[config.mk]
export PLATFORM = sky130hd
export DESIGN_NAME = csr_file
export DESIGN_NICKNAME = d
export VERILOG_FILES = /design/src/rtl/csr_file.sv
export SDC_FILE = /design/constraint.sdc
export NUM_CORES = 1
export LEC_CHECK = 0
export BUFFER_PORTS_ARGS = -buffer_cell sky130_fd_sc_hd__buf_2
export CORE_MARGIN = 3
export CORE_UTILIZATION = 53
export DETAILED_ROUTE_END_ITERATION = 8
export MAX_ROUTING_LAYER = met4
export PLACE_DENSITY_LB_ADDON = 0.2
export SLEW_MARGIN = 10
export SYNTH_ARGS = -nofsm -noshare
export SYNTH_HDL_FRONTEND = slang
export SYNTH_SLANG_ARGS = --single-unit
[constraint.sdc]
create_clock -name i_clk -period 20.1 [get_ports i_clk]
set_input_delay 2.01 -clock i_clk [delete_from_list [all_inputs] [get_ports i_clk]]
set_output_delay 2.01 -clock i_clk [all_outputs]
set_load 0.02 [all_outputs]
[src/rtl/csr_file.sv]
// CSR file for the execute stage: scratch bank, 64-bit cycle/instret counters,
// and a valid/ready bridge that forwards unmapped CSRs to an external bus.
module csr_file #(
  parameter logic [11:0] SCRATCH_BASE  = 12'h7C0,
  parameter int          SCRATCH_COUNT = 4,
  parameter int          COUNTERS_EN   = 1,
  parameter int          EXT_TIMEOUT   = 15
) (
  input  logic        i_clk,
  input  logic        i_rst,
  input  logic        i_rd,
  input  logic        i_wr,
  input  logic        i_set,
  input  logic        i_clr,
  input  logic [11:0] i_addr,
  input  logic [31:0] i_wr_data,
  input  logic        i_retire,
  output logic [31:0] o_rd_data,
  output logic        o_busy,
  output logic        o_illegal,
  output logic [11:0] o_ext_addr,
  output logic [31:0] o_ext_wr_data,
  output logic        o_ext_wr,
  output logic        o_ext_rd,
  output logic        o_ext_valid,
  input  logic        i_ext_ready,
  input  logic [31:0] i_ext_rd_data
);
  typedef enum logic [1:0] {ST_IDLE = 2'd0, ST_REQ = 2'd1, ST_WR_REQ = 2'd2, ST_DONE = 2'd3} state_t;
  typedef enum logic [1:0] {OP_RD = 2'd0, OP_WR = 2'd1, OP_SET = 2'd2, OP_CLR = 2'd3} op_t;

  localparam logic [11:0] SCR_COUNT = 12'(SCRATCH_COUNT);
  localparam logic [7:0]  TMO_LAST  = 8'(EXT_TIMEOUT - 1);
  localparam logic        CNT_EN    = (COUNTERS_EN != 0);

  state_t      state_r;
  op_t         op_r;
  op_t         op_s;
  logic [7:0]  timer_r;
  logic        timeout_r;
  logic [31:0] rdata_r;
  logic [31:0] wmask_r;
  logic [11:0] ext_addr_r;
  logic [31:0] ext_wdata_r;
  logic        ext_wr_r;
  logic        ext_rd_r;
  logic        ext_valid_r;
  logic [31:0] scratch_r [SCRATCH_COUNT];
  logic [63:0] cycle_r;
  logic [63:0] instret_r;

  logic        access_s, wr_eff_s, ro_space_s, idle_s;
  logic [11:0] scr_off_s;
  logic        scr_hit_s, cyc_lo_s, cyc_hi_s, ins_lo_s, ins_hi_s, int_hit_s;
  logic [31:0] old_s, new_s;
  logic        illegal_s, int_we_s, ext_go_s;

  // Request decode, internal read mux and next-value computation
  always_comb begin
    access_s   = i_rd | i_wr | i_set | i_clr;
    wr_eff_s   = i_wr | ((i_set | i_clr) & (i_wr_data != 32'd0));
    ro_space_s = (i_addr[11:10] == 2'b11);
    scr_off_s  = i_addr - SCRATCH_BASE;
    scr_hit_s  = (scr_off_s < SCR_COUNT);
    cyc_lo_s   = 1'b0;
    cyc_hi_s   = 1'b0;
    ins_lo_s   = 1'b0;
    ins_hi_s   = 1'b0;
    if (CNT_EN && !scr_hit_s) begin
      cyc_lo_s = (i_addr == 12'hB00) || (i_addr == 12'hC00);
      cyc_hi_s = (i_addr == 12'hB80) || (i_addr == 12'hC80);
      ins_lo_s = (i_addr == 12'hB02) || (i_addr == 12'hC02);
      ins_hi_s = (i_addr == 12'hB82) || (i_addr == 12'hC82);
    end else begin
      cyc_lo_s = 1'b0;
      cyc_hi_s = 1'b0;
      ins_lo_s = 1'b0;
      ins_hi_s = 1'b0;
    end
    int_hit_s = scr_hit_s | cyc_lo_s | cyc_hi_s | ins_lo_s | ins_hi_s;

    old_s = 32'd0;
    if (scr_hit_s) begin
      for (int n = 0; n < SCRATCH_COUNT; n++) begin
        old_s = (scr_off_s == 12'(n)) ? scratch_r[n] : old_s;
      end
    end else if (cyc_lo_s) begin
      old_s = cycle_r[31:0];
    end else if (cyc_hi_s) begin
      old_s = cycle_r[63:32];
    end else if (ins_lo_s) begin
      old_s = instret_r[31:0];
    end else if (ins_hi_s) begin
      old_s = instret_r[63:32];
    end else begin
      old_s = 32'd0;
    end

    if (i_wr) begin
      new_s = i_wr_data;
      op_s  = OP_WR;
    end else if (i_set) begin
      new_s = old_s | i_wr_data;
      op_s  = OP_SET;
    end else if (i_clr) begin
      new_s = old_s & ~i_wr_data;
      op_s  = OP_CLR;
    end else begin
      new_s = old_s;
      op_s  = OP_RD;
    end

    // Only the idle state accepts new work; held inputs are ignored while a bus access runs
    idle_s    = (state_r == ST_IDLE) && !i_rst;
    illegal_s = idle_s & access_s & wr_eff_s & ro_space_s;
    int_we_s  = idle_s & access_s & wr_eff_s & !ro_space_s & int_hit_s;
    ext_go_s  = idle_s & access_s & !int_hit_s & !(wr_eff_s & ro_space_s);
  end

  assign o_busy        = ext_go_s | (state_r == ST_REQ) | (state_r == ST_WR_REQ);
  assign o_illegal     = illegal_s | ((state_r == ST_DONE) & timeout_r);
  assign o_rd_data     = (state_r == ST_DONE) ? rdata_r : (idle_s ? old_s : 32'd0);
  assign o_ext_addr    = ext_addr_r;
  assign o_ext_wr_data = ext_wdata_r;
  assign o_ext_wr      = ext_wr_r;
  assign o_ext_rd      = ext_rd_r;
  assign o_ext_valid   = ext_valid_r;

  // Scratch bank writes
  always_ff @(posedge i_clk or posedge i_rst) begin
    if (i_rst) begin
      for (int n = 0; n < SCRATCH_COUNT; n++) scratch_r[n] <= 32'd0;
    end else begin
      for (int n = 0; n < SCRATCH_COUNT; n++) begin
        if (int_we_s && scr_hit_s && (scr_off_s == 12'(n))) scratch_r[n] <= new_s;
      end
    end
  end

  // Counters: a write to either half replaces it and holds the whole counter that cycle
  always_ff @(posedge i_clk or posedge i_rst) begin
    if (i_rst) begin
      cycle_r   <= 64'd0;
      instret_r <= 64'd0;
    end else begin
      if (int_we_s && cyc_lo_s)      cycle_r[31:0]  <= new_s;
      else if (int_we_s && cyc_hi_s) cycle_r[63:32] <= new_s;
      else                           cycle_r        <= cycle_r + 64'd1;
      if (int_we_s && ins_lo_s)      instret_r[31:0]  <= new_s;
      else if (int_we_s && ins_hi_s) instret_r[63:32] <= new_s;
      else if (i_retire)             instret_r        <= instret_r + 64'd1;
    end
  end

  // External bus sequencer with per-phase timeout
  always_ff @(posedge i_clk or posedge i_rst) begin
    if (i_rst) begin
      state_r     <= ST_IDLE;
      op_r        <= OP_RD;
      timer_r     <= 8'd0;
      timeout_r   <= 1'b0;
      rdata_r     <= 32'd0;
      wmask_r     <= 32'd0;
      ext_addr_r  <= 12'd0;
      ext_wdata_r <= 32'd0;
      ext_wr_r    <= 1'b0;
      ext_rd_r    <= 1'b0;
      ext_valid_r <= 1'b0;
    end else begin
      case (state_r)
        ST_IDLE: begin
          if (ext_go_s) begin
            op_r        <= op_s;
            wmask_r     <= i_wr_data;
            ext_addr_r  <= i_addr;
            ext_wdata_r <= i_wr ? i_wr_data : 32'd0;
            ext_wr_r    <= i_wr;
            ext_rd_r    <= !i_wr;
            ext_valid_r <= 1'b1;
            timer_r     <= 8'd0;
            state_r     <= ST_REQ;
          end
        end
        ST_REQ: begin
          if (i_ext_ready) begin
            rdata_r <= i_ext_rd_data;
            if (((op_r == OP_SET) || (op_r == OP_CLR)) && (wmask_r != 32'd0)) begin
              ext_wdata_r <= (op_r == OP_SET) ? (i_ext_rd_data | wmask_r)
                                              : (i_ext_rd_data & ~wmask_r);
              ext_wr_r    <= 1'b1;
              ext_rd_r    <= 1'b0;
              timer_r     <= 8'd0;
              state_r     <= ST_WR_REQ;
            end else begin
              ext_addr_r  <= 12'd0;
              ext_wdata_r <= 32'd0;
              ext_wr_r    <= 1'b0;
              ext_rd_r    <= 1'b0;
              ext_valid_r <= 1'b0;
              state_r     <= ST_DONE;
            end
          end else if (timer_r == TMO_LAST) begin
            rdata_r     <= 32'd0;
            timeout_r   <= 1'b1;
            ext_addr_r  <= 12'd0;
            ext_wdata_r <= 32'd0;
            ext_wr_r    <= 1'b0;
            ext_rd_r    <= 1'b0;
            ext_valid_r <= 1'b0;
            state_r     <= ST_DONE;
          end else begin
            timer_r <= timer_r + 8'd1;
          end
        end
        ST_WR_REQ: begin
          if (i_ext_ready || (timer_r == TMO_LAST)) begin
            if (!i_ext_ready) begin
              rdata_r   <= 32'd0;
              timeout_r <= 1'b1;
            end
            ext_addr_r  <= 12'd0;
            ext_wdata_r <= 32'd0;
            ext_wr_r    <= 1'b0;
            ext_rd_r    <= 1'b0;
            ext_valid_r <= 1'b0;
            state_r     <= ST_DONE;
          end else begin
            timer_r <= timer_r + 8'd1;
          end
        end
        ST_DONE: begin
          timeout_r <= 1'b0;
          state_r   <= ST_IDLE;
        end
        default: begin
          ext_valid_r <= 1'b0;
          state_r     <= ST_IDLE;
        end
      endcase
    end
  end
endmodule

### Word level (Yosys, flattened, before mapping)

Index checks and enable logic that the tools add are counted.

* word-level logic and storage cells: 199
* memories kept: 0
* memory bits (read-only): 0
* bits in latches: 0
* memory bits (writable): 0
* register bits after elaboration: 380

* equality and inequality tests: 30
* bitwise operators: 29
* mux-type cells: 76
* reduce and logical (&&, ||, !) cells: 40
* div/mod/pow operators: 0
* shifts and indexed selects: 0
* add/sub/neg operators: 4
* $lt $le $gt $ge: 1
* multipliers: 0

Operators with widths (count)
* 32-bit 2-to-1 mux: 30
* 64-bit by 1-bit adder with 64-bit output, second input constant: 2
* 12-bit equality test, second input constant: 8
* 32-bit case mux with 3 select lines: 1
* 32-bit AND: 2
* 64-bit 2-to-1 mux: 1
* 32-bit inverter: 2
* 32-bit bitwise OR: 2
* 32-bit case mux with 2 select lines: 1
* 32-bit nonzero test: 2
* 12-bit 2-to-1 mux: 5
* 8-bit 2-to-1 mux: 5
* 12-bit case mux with 3 select lines: 1
* 12-bit by 2-bit equality test with 1-bit output, second input constant: 2
* 8-bit case mux with 3 select lines: 1
* 1-bit 2-to-1 mux: 19
* 5-bit AND reduction: 3
* 2-bit 2-to-1 mux: 7
* 12-bit by 1-bit equality test with 1-bit output, second input constant: 1
* 12-bit zero test: 1
* 12-bit by 3-bit < comparator with 1-bit output, second input constant: 1
* 2-bit inequality test, second input constant: 6
* 1-bit bitwise OR: 12
* 1-bit case mux with 3 select lines: 4
* other kinds (20): 61

### Longest topological paths before layout

Gate-level depths: netlist (run 1).

* depth after elaboration: 13
* mapped depth: 12

### Worst setup path before layout (run 1)

OpenSTA, ideal clock, no wires.

* kind: input-to-output
* start: input port i_addr[10]
* end: output port o_rd_data[6]
* path buffers: 2
* data required time: 18.090 ns
* slack: 13.973 ns
* stages: 8
* data arrival time: 4.117 ns
* cells stage by stage: buf_2 or3b_1 a211oi_4 buf_2 o21ai_1 a31oi_1 nand2_1 o21ai_0

* cells in the longest elaborated chain, start to end: 10

Ends and longest elaborated chain
* start, declared: line 15 `input logic [11:0] i_addr,`
* 12-bit by 11-bit subtractor with 12-bit output or 12-bit equality test (tied branches): line 63, 73
* 12-bit by 3-bit < comparator with 1-bit output or 1-bit logical OR (tied branches): line 64, 73
* 1-bit 2-to-1 mux: line 69 `if (CNT_EN && !scr_hit_s) begin`
* 32-bit 2-to-1 mux: line 93 `end else if (ins_hi_s) begin`
* 32-bit 2-to-1 mux: line 91 `end else if (ins_lo_s) begin`
* 32-bit 2-to-1 mux: line 89 `end else if (cyc_hi_s) begin`
* 32-bit 2-to-1 mux: line 87 `end else if (cyc_lo_s) begin`
* 32-bit 2-to-1 mux *: line 83 `if (scr_hit_s) begin`
* 32-bit 2-to-1 mux * (2 in series): line 122 `assign o_rd_data = (state_r == ST_DONE) ? rdata_r : (idle_s ? old_s : 32'd0);`
* end, declared: line 18 `output logic [31:0] o_rd_data,`

Every way passes the cells marked *; elsewhere a longest branch is shown, timed or not.

### Worst setup path in the final report (run 1)

* start: input port i_addr[1]
* end: output port o_rd_data[26]

The elaborated chain is that of the path after synthesis.

==> flow_metrics.py, run 1 <==
metrics = {
    "logic_synthesis": {
        "synth_cells": 2387,
        "yosys_most_used_dff": "dfrtp_1",
        "syn_area_sq_um": 21900,
        "synth_edf_count": 0,
        "synth_top_area_share_pct": 43.5,
        "yosys-top-cells-count": "dfrtp_1 (380), nand2_1 (279), o21ai_0 (250)",
        "synth_nets": 2479,
        "synth_most_common_cell": "dfrtp_1",
        "synth_area_leaders": "dfrtp_1 (43%), o21ai_0 (5.7%), nand2_1 (4.8%)",
        "async_flop_share_pct": 100,
        "yosysUniqueCellTypes": 101,
        "ys_ff_latch": 380,
        "yosysSeqAreaShare_pct": 43.5,
        "synth_area_per_cell_sq_um": 9.16,
        "yosysWarnings": 0,
        "synth.largest_area_cell": "dfrtp_1",
    },
    "timing": {
        "setup_viol": 0,
        "slew-limit-headroom_pct": 13.0,
        "rsz0062_at_grt": "no",
        "max_freq_ghz": 0.130,
        "finalSetupTns_ns": 0,
        "finalCritPeriodShare_pct": 38.3,
        "drv_slew": 0,
        "period_needed_ns": 7.70,
        "hold_viol": 0,
        "max_slew.worst_pin.slew_ns": 1.30,
        "clock_skew_ns": 0.0276,
    },
    "power_and_ir_drop": {
        "p_sw_share_pct": 36.5,
        "intPower_mw": 1.60,
        "power_leakage_nw": 10.5,
        "power_density_nw_per_um2": 102,
        "p_seq_share_pct": 39.4,
        "peakVddDrop_mv": 0.0842,
        "p_switching_uw": 921,
        "clockPowerShare_pct": 32.1,
        "power_frac_comb_pct": 28.6,
        "power.total_mw": 2.53,
    },
    "worst_hold_path": {
        "hp-class": "reg -> reg",
    },
    "setup_path": {
        "worstPathCellList": "buf_2, buf_4, or4b_1, a211oi_4, nand2_1, and3_1, a2111oi_0, a21o_1, buf_2",
        "path_max_fanout": 48,
        "startpoint_type": "input port",
        "worst-path-buf-inv": 3,
        "cp_slowest_cell": "a211oi_4",
        "critPathCaptureType": "output pin",
        "crit_family": "compound AO/OA/AOI/OAI gates",
        "critPathMaxStageDelay_ns": 0.90,
        "r2r_setup_slack_ns": 16.04,
        "crit_arrival_ns": 5.69,
        "crit_top_cell": "buf_2",
        "path_class": "in -> out",
        "required_ns": 18.09,
    },
    "floorplan": {
        "dieHeight_microns": 209,
        "die-area_sq_um": 43700,
        "row_count": 73,
        "pin_count": 165,
        "initial_utilization_pct": 54.3,
        "fp.dieW_microns": 209,
        "fp.coreArea_sq_um": 40300,
    },
    "placed_design": {
        "dpl.hpwl_mm": 67.5,
        "place.gp.congestion": 1.09,
        "placed_area_sq_um": 23200,
        "port_buffers": 164,
    },
    "global_routing": {
        "grt_util_all_layers_pct": 43.3,
        "grt_max_degree": 181,
        "grt_pass1_wl_mm": 138,
        "grt_pass1_vias": 19964,
        "antenna_found_initial": 2,
        "gr-total-overflow": 0,
    },
    "detailed_routing": {
        "vias": 21879,
        "drtIter0Drc": 3494,
        "wl_per_cell_microns": 31.1,
        "ant_nets": 0,
        "drt_wl_total_mm": 94.6,
        "vias_per_cell": 7.20,
        "dr.pass1.iters": 6,
        "drc": 0,
    },
    "cts": {
        "cts_resized": 0,
        "clock_latency_ns": 0.59,
        "path_clk_slew_ns": 0.06,
        "ctsHoldBuffers": 0,
        "htree_num_levels": 2,
        "post_cts_buffers": 0,
        "tritoncts": "done",
        "cts_root_buffer": "clkbuf_16",
        "cts_buffer_depth": 3,
        "numCtsBuffers": 43,
        "cts_sinks": 380,
    },
    "cells_and_area": {
        "utilization_pct": 61.2,
        "final_nets": 2568,
        "final_layout_size_suffix_gt1_share_pct": 17.3,
        "fin_area_sq_um": 24700,
        "ff_latch_area_sq_um": 9510,
        "fill_cells": 3386,
        "multiInputGateArea_sq_um": 11600,
        "syn2layout_area_growth_pct": 12.8,
    },
    "run_status": {
        "status": "complete, no violations",
    },
    "run": {
        "max_cap_viol_count": 0,
    },
}
==> path summary, 6_finish.rpt <==
| kind | cells after the start | endpoint | from |
|---|---|---|---|
| max | 9 | o_rd_data[26] | i_addr[1] |
| min | 2 | scratch_r[72]$_DFFE_PP0P_ | scratch_r[72]$_DFFE_PP0P_ |
| max reg2reg | 10 | o_ext_addr[11]$_DFFE_PP0P_ | state_r[0]$_DFFE_PP0P_ |
| min reg2reg | 2 | scratch_r[72]$_DFFE_PP0P_ | scratch_r[72]$_DFFE_PP0P_ |
| max in group asynchronous | 4 | scratch_r[104]$_DFFE_PP0P_ | i_rst |
| min in group asynchronous | 2 | o_ext_wr_data[27]$_DFFE_PP0P_ | i_rst |
==> per-layer routing <==
metal,share of wire [%],vias to the layer above,routed length (microns),global-route usage (%)
li1,-,9173,-,-
met1,39,10720,37100,60.1
met2,42,1640,39400,59.5
met3,12,346,11800,9.67
met4,6.7,0,6340,22.4
met5,0,-,0,-
==> final cells by class <==
class,count,share of cell area [%]
Multi-Input combinational cell,1795,47.2
Sequential cell,380,38.5
Timing Repair Buffer,230,5.39
Clock buffer,66,5.16
Tap cell,525,2.66
Clock inverter,13,0.614
Inverter,26,0.426
Antenna cell,4,0.0406
==> kinds of logic (layout without fill, tap and decap cells) <==
family                   count (synthesis)  after routing  share of synthesized area [%]
AND/OR/NAND/NOR                        790            790                           18.3
buffers and inverters                  212            335                           3.96
XOR/XNOR                                26             26                           1.04
multiplexers                           153            153                           7.81
adder cells (fa/ha/maj)                  8              8                          0.458
other                                    0              4                              0
AO/OA/AOI/OAI                          818            818                           25.0
flip-flops                             380            380                           43.5
==> layout by cell type (no fill, tap or decap), types with 16 or more instances in the layout <==
cell / instances
o211ai_1: 22
o31ai_1: 25
o21ai_0: 250
a211oi_1: 20
buf_4: 65
o22ai_1: 33
a21oi_1: 137
and4_1: 18
a31oi_1: 35
a22o_1: 58
o221ai_1: 22
nand4_1: 46
mux2_2: 62
nor2_1: 126
nand2_1: 279
mux2i_1: 75
buf_2: 164
clkbuf_16: 43
inv_1: 24
and3_1: 34
nor4_1: 39
nor3_1: 50
nand3_1: 67
a22oi_1: 16
nor2b_1: 24
a2bb2oi_1: 31
dfrtp_1: 380
==> power by group through the flow <==
stage	clock network (mW)	logic (mW)	registers, mW
2_1_floorplan	0	0.454	0.996
3_3_place_gp	0	0.692	0.995
3_5_place_dp	0	0.705	1.00
4_1_cts	0.810	0.710	0.987
5_1_grt	0.839	0.766	1.00
6_report	0.810	0.721	0.994
==> state kept, by name (all words and copies together) (netlist names) <==
name and count:
scratch_r 128, o_ext_valid 1, cycle_r 64, wmask_r 32, o_ext_rd 1, instret_r 64, rdata_r 32, state_r 2
timer_r 8, timeout_r 1, op_r 2, o_ext_addr 12, o_ext_wr 1, o_ext_wr_data 32
==> per-stage QoR <==
step / hold slack (ns) / std cells / setup WS, ns
3_5_place_dp: 0.462 / 2956 / 12.52
3_3_place_gp: 0.454 / 2954 / 12.59
4_1_cts: 0.475 / 3035 / 12.53
2_1_floorplan: 0.441 / 2387 / 7.53
6_report: 0.476 / 3039 / 12.40
5_1_grt: 0.495 / 3037 / 12.13
==> worst register-to-register path, delay by kind of cell (launching register included) <==
kind,cells,cell delay (ns)
buf+inv,2,0.42
compound gates,3,1.01
fa+ha+maj,1,0.37
flops,1,0.44
mux,1,0.41
simple gates,3,1.28
No activity file was read; power rests on OpenSTA's default activity.
==> run 2, diff against run 1 <==
ABC_AREA = 1   (was unset)
clock period = 7.88 ns   (was 20.1 ns; I/O delays follow)
==> run 2 against run 1 <==
Wire length is 18% higher. Combinational power grew to 2.7 times the previous value. Count of clock-buffer cells in the layout is 2 lower. Worst hold slack worse by 0.28 ns. Critical path depth is 4 higher. Die area is 13% higher. Worst setup slack worse by 9.4 ns. Non-clock buffer count is 33 lower. Critical endpoint is now o_rd_data[20]. Largest cell class unchanged. Highest routed layer unchanged.
==> flow_metrics.py, run 2 <==
metrics = {
    "power_and_ir_drop": {
        "power_density_nw_per_um2": 248,
        "power_leakage_nw": 13.7,
        "peakVddDrop_mv": 0.390,
        "clockPowerShare_pct": 33.8,
        "p_switching_mw": 2.65,
        "p_seq_share_pct": 37.5,
        "intPower_mw": 4.19,
        "power.total_mw": 6.84,
        "p_sw_share_pct": 38.7,
        "power_frac_comb_pct": 28.7,
    },
    "cts": {
        "clock_latency_ns": 0.61,
        "path_clk_slew_ns": 0.06,
        "cts_resized": 0,
        "post_cts_buffers": 0,
        "cts_root_buffer": "clkbuf_16",
        "ctsHoldBuffers": 0,
        "cts_sinks": 380,
        "tritoncts": "done",
        "cts_buffer_depth": 3,
        "numCtsBuffers": 45,
        "htree_num_levels": 2,
    },
    "placed_design": {
        "pre_cts_ws_ns": 3.07,
        "placed_area_sq_um": 25900,
        "dp.cells": 4429,
        "port_buffers": 164,
        "place.gp.congestion": 1.11,
        "dpl.hpwl_mm": 80.8,
    },
    "detailed_routing": {
        "drt_wl_total_mm": 111,
        "dr_wl_met3_mm": 15.6,
        "wl_met2_mm": 46.1,
        "dr.pass1.iters": 8,
        "highest_layer": "met4",
        "drc": 0,
        "drt-met1-wl_mm": 41.2,
        "wl_per_cell_microns": 24.6,
        "vias_per_cell": 6.22,
        "vias": 28077,
        "ant_nets": 0,
        "drtIter0Drc": 4444,
    },
    "cells_and_area": {
        "syn2layout_area_growth_pct": 10.8,
        "final_layout_size_suffix_gt1_share_pct": 8.59,
        "largest_register_ffs": 128,
        "final_nets": 3968,
        "utilization_pct": 60.0,
        "fin_cells": 4517,
        "reg_top3": "scratch_r x128, cycle_r x64, instret_r x64",
        "regMostFlops": "scratch_r",
        "final_common_cell": "nand2_1",
        "fin_area_sq_um": 27500,
        "layout_common_cells": "nand2_1 (1368), nand3_1 (462), dfrtp_1 (380), nor2_1 (329), inv_1 (298)",
    },
    "setup_path": {
        "critPathCaptureType": "output pin",
        "worstRegToRegCells": 16,
        "crit_start": "i_addr[4]",
        "r2r_setup_slack_ns": 3.87,
        "reg2reg_to": "scratch_r[124]$_DFFE_PP0P_",
        "crit_arrival_ns": 4.13,
        "startpoint_type": "input port",
        "r2r-start": "state_r[0]$_DFFE_PP0P_",
        "required_ns": 7.09,
        "path_class": "in -> out",
        "path_max_fanout": 34,
        "critPathCapture": "o_rd_data[20]",
    },
    "floorplan": {
        "row_count": 78,
        "fp.coreArea_sq_um": 45900,
        "pin_count": 165,
        "initial_utilization_pct": 54.2,
        "fp.dieW_microns": 223,
        "dieHeight_microns": 223,
        "die-area_sq_um": 49500,
    },
    "timing": {
        "clock_skew_ns": 0.0216,
        "slew-limit-headroom_pct": 23.4,
        "setup_viol": 0,
        "hold_slack_ns": 0.197,
        "max_slew.worst_pin.slew_ns": 1.15,
        "hold_viol": 0,
        "fin_ws_ns": 2.96,
        "rsz0062_at_grt": "no",
        "period_needed_ns": 4.92,
        "finalSetupTns_ns": 0,
        "drv_slew": 0,
        "finalCritPeriodShare_pct": 62.4,
        "max_freq_ghz": 0.203,
    },
    "global_routing": {
        "antenna_found_initial": 5,
        "grt_util_all_layers_pct": 44.9,
        "grt_pass1_vias": 25247,
        "grt_pass1_wl_mm": 164,
        "grt_max_degree": 161,
        "gr-total-overflow": 0,
    },
    "run_status": {
        "status": "complete, no violations",
    },
    "logic_synthesis": {
        "synth_most_common_cell": "nand2_1",
        "syn_area_sq_um": 24800,
        "yosys_most_used_dff": "dfrtp_1",
        "synth_cells": 3810,
        "synth_top_area_share_pct": 38.3,
        "ys_ff_latch": 380,
        "synth_nets": 3902,
        "yosysSeqAreaShare_pct": 38.3,
        "synth_area_per_cell_sq_um": 6.52,
        "async_flop_share_pct": 100,
        "synth.largest_area_cell": "dfrtp_1",
        "synth_edf_count": 0,
        "yosysUniqueCellTypes": 46,
        "yosysWarnings": 0,
        "synth_area_leaders": "dfrtp_1 (38%), nand2_1 (21%), nand3_1 (9.3%)",
        "yosys-top-cells-count": "nand2_1 (1368), nand3_1 (462), dfrtp_1 (380)",
    },
    "run": {
        "max_cap_viol_count": 0,
    },
    "worst_hold_path": {
        "hp-class": "in -> async",
    },
}
==> run 2: cell count changes after synthesis, moves of 46 or more <==
| cell | change |
|---|---|
| mux2_2 | -62 |
| nor2_1 | +207 |
| mux2i_1 | -75 |
| nand2_1 | +1089 |
| inv_1 | +275 |
| clkbuf_1 | -51 |
| a22o_1 | -58 |
| xor2_1 | +46 |
| nand3_1 | +394 |
==> run 2: how the worst min path moves through the flow <==
| stage | from | endpoint | cells past startpoint |
|---|---|---|---|
| 6_report | i_rst | rdata_r[31]$_DFFE_PP0P_ | 2 |
| 5_1_grt | i_rst | rdata_r[3]$_DFFE_PP0P_ | 2 |
| 4_1_cts | i_rst | rdata_r[3]$_DFFE_PP0P_ | 2 |
| 3_5_place_dp | scratch_r[98]$_DFFE_PP0P_ | scratch_r[98]$_DFFE_PP0P_ | 2 |
| 3_3_place_gp | scratch_r[16]$_DFFE_PP0P_ | scratch_r[16]$_DFFE_PP0P_ | 2 |
| 2_1_floorplan | scratch_r[0]$_DFFE_PP0P_ | scratch_r[0]$_DFFE_PP0P_ | 2 |
==> run 2: cell families after synthesis <==
kind of cell | after synthesis | share of synthesized area [%]
adders and majority gates | 8 | 0.403
AOI/OAI and AO/OA | 471 | 9.91
DFF | 380 | 38.3
and+or+nand+nor | 2377 | 40.5
xor gates and xnor gates | 81 | 2.85
buffers and inverters | 493 | 8.06
==> run 2: area by class of cell <==
type | count | area [sq um]
well taps | 600 | 751
repair buffers | 197 | 1090
clock inverters | 18 | 294
diodes | 6 | 15.0
clock buffers | 64 | 1320
flip-flops and latches | 380 | 9510
fillers | 4629 | 18300
multi-input cells | 2937 | 13400
inverters | 315 | 1190
==> run 2: routing by layer <==
| layer | vias up | global-route usage, % |
|---|---|---|
| met1 | 13072 | 58.0 |
| li1 | 12521 | - |
| met4 | 0 | 26.5 |
| met2 | 2059 | 62.0 |
| met3 | 425 | 13.8 |
| met5 | - | - |
==> run 2: power by group through the flow <==
stage | logic (mW) | registers [mW] | clock network (mW)
after floorplan | 1.26 | 2.56 | 0
final | 1.96 | 2.56 | 2.31
after detailed placement | 1.91 | 2.57 | 0
after global routing | 2.14 | 2.58 | 2.39
after global placement | 1.88 | 2.57 | 0
after CTS | 1.92 | 2.54 | 2.32
==> run 2: critical path: stages <==
cell     delay [ns]
buf_2          0.11
nor2_1         0.21
nand2_1        0.15
inv_1          0.10
nand3_1        0.22
nor2_4         0.79
inv_2          0.57
o21ai_0        0.20
o21ai_0        0.34
nand3_1        0.17
nand2_1        0.06
o21ai_0        0.18
buf_2          0.26
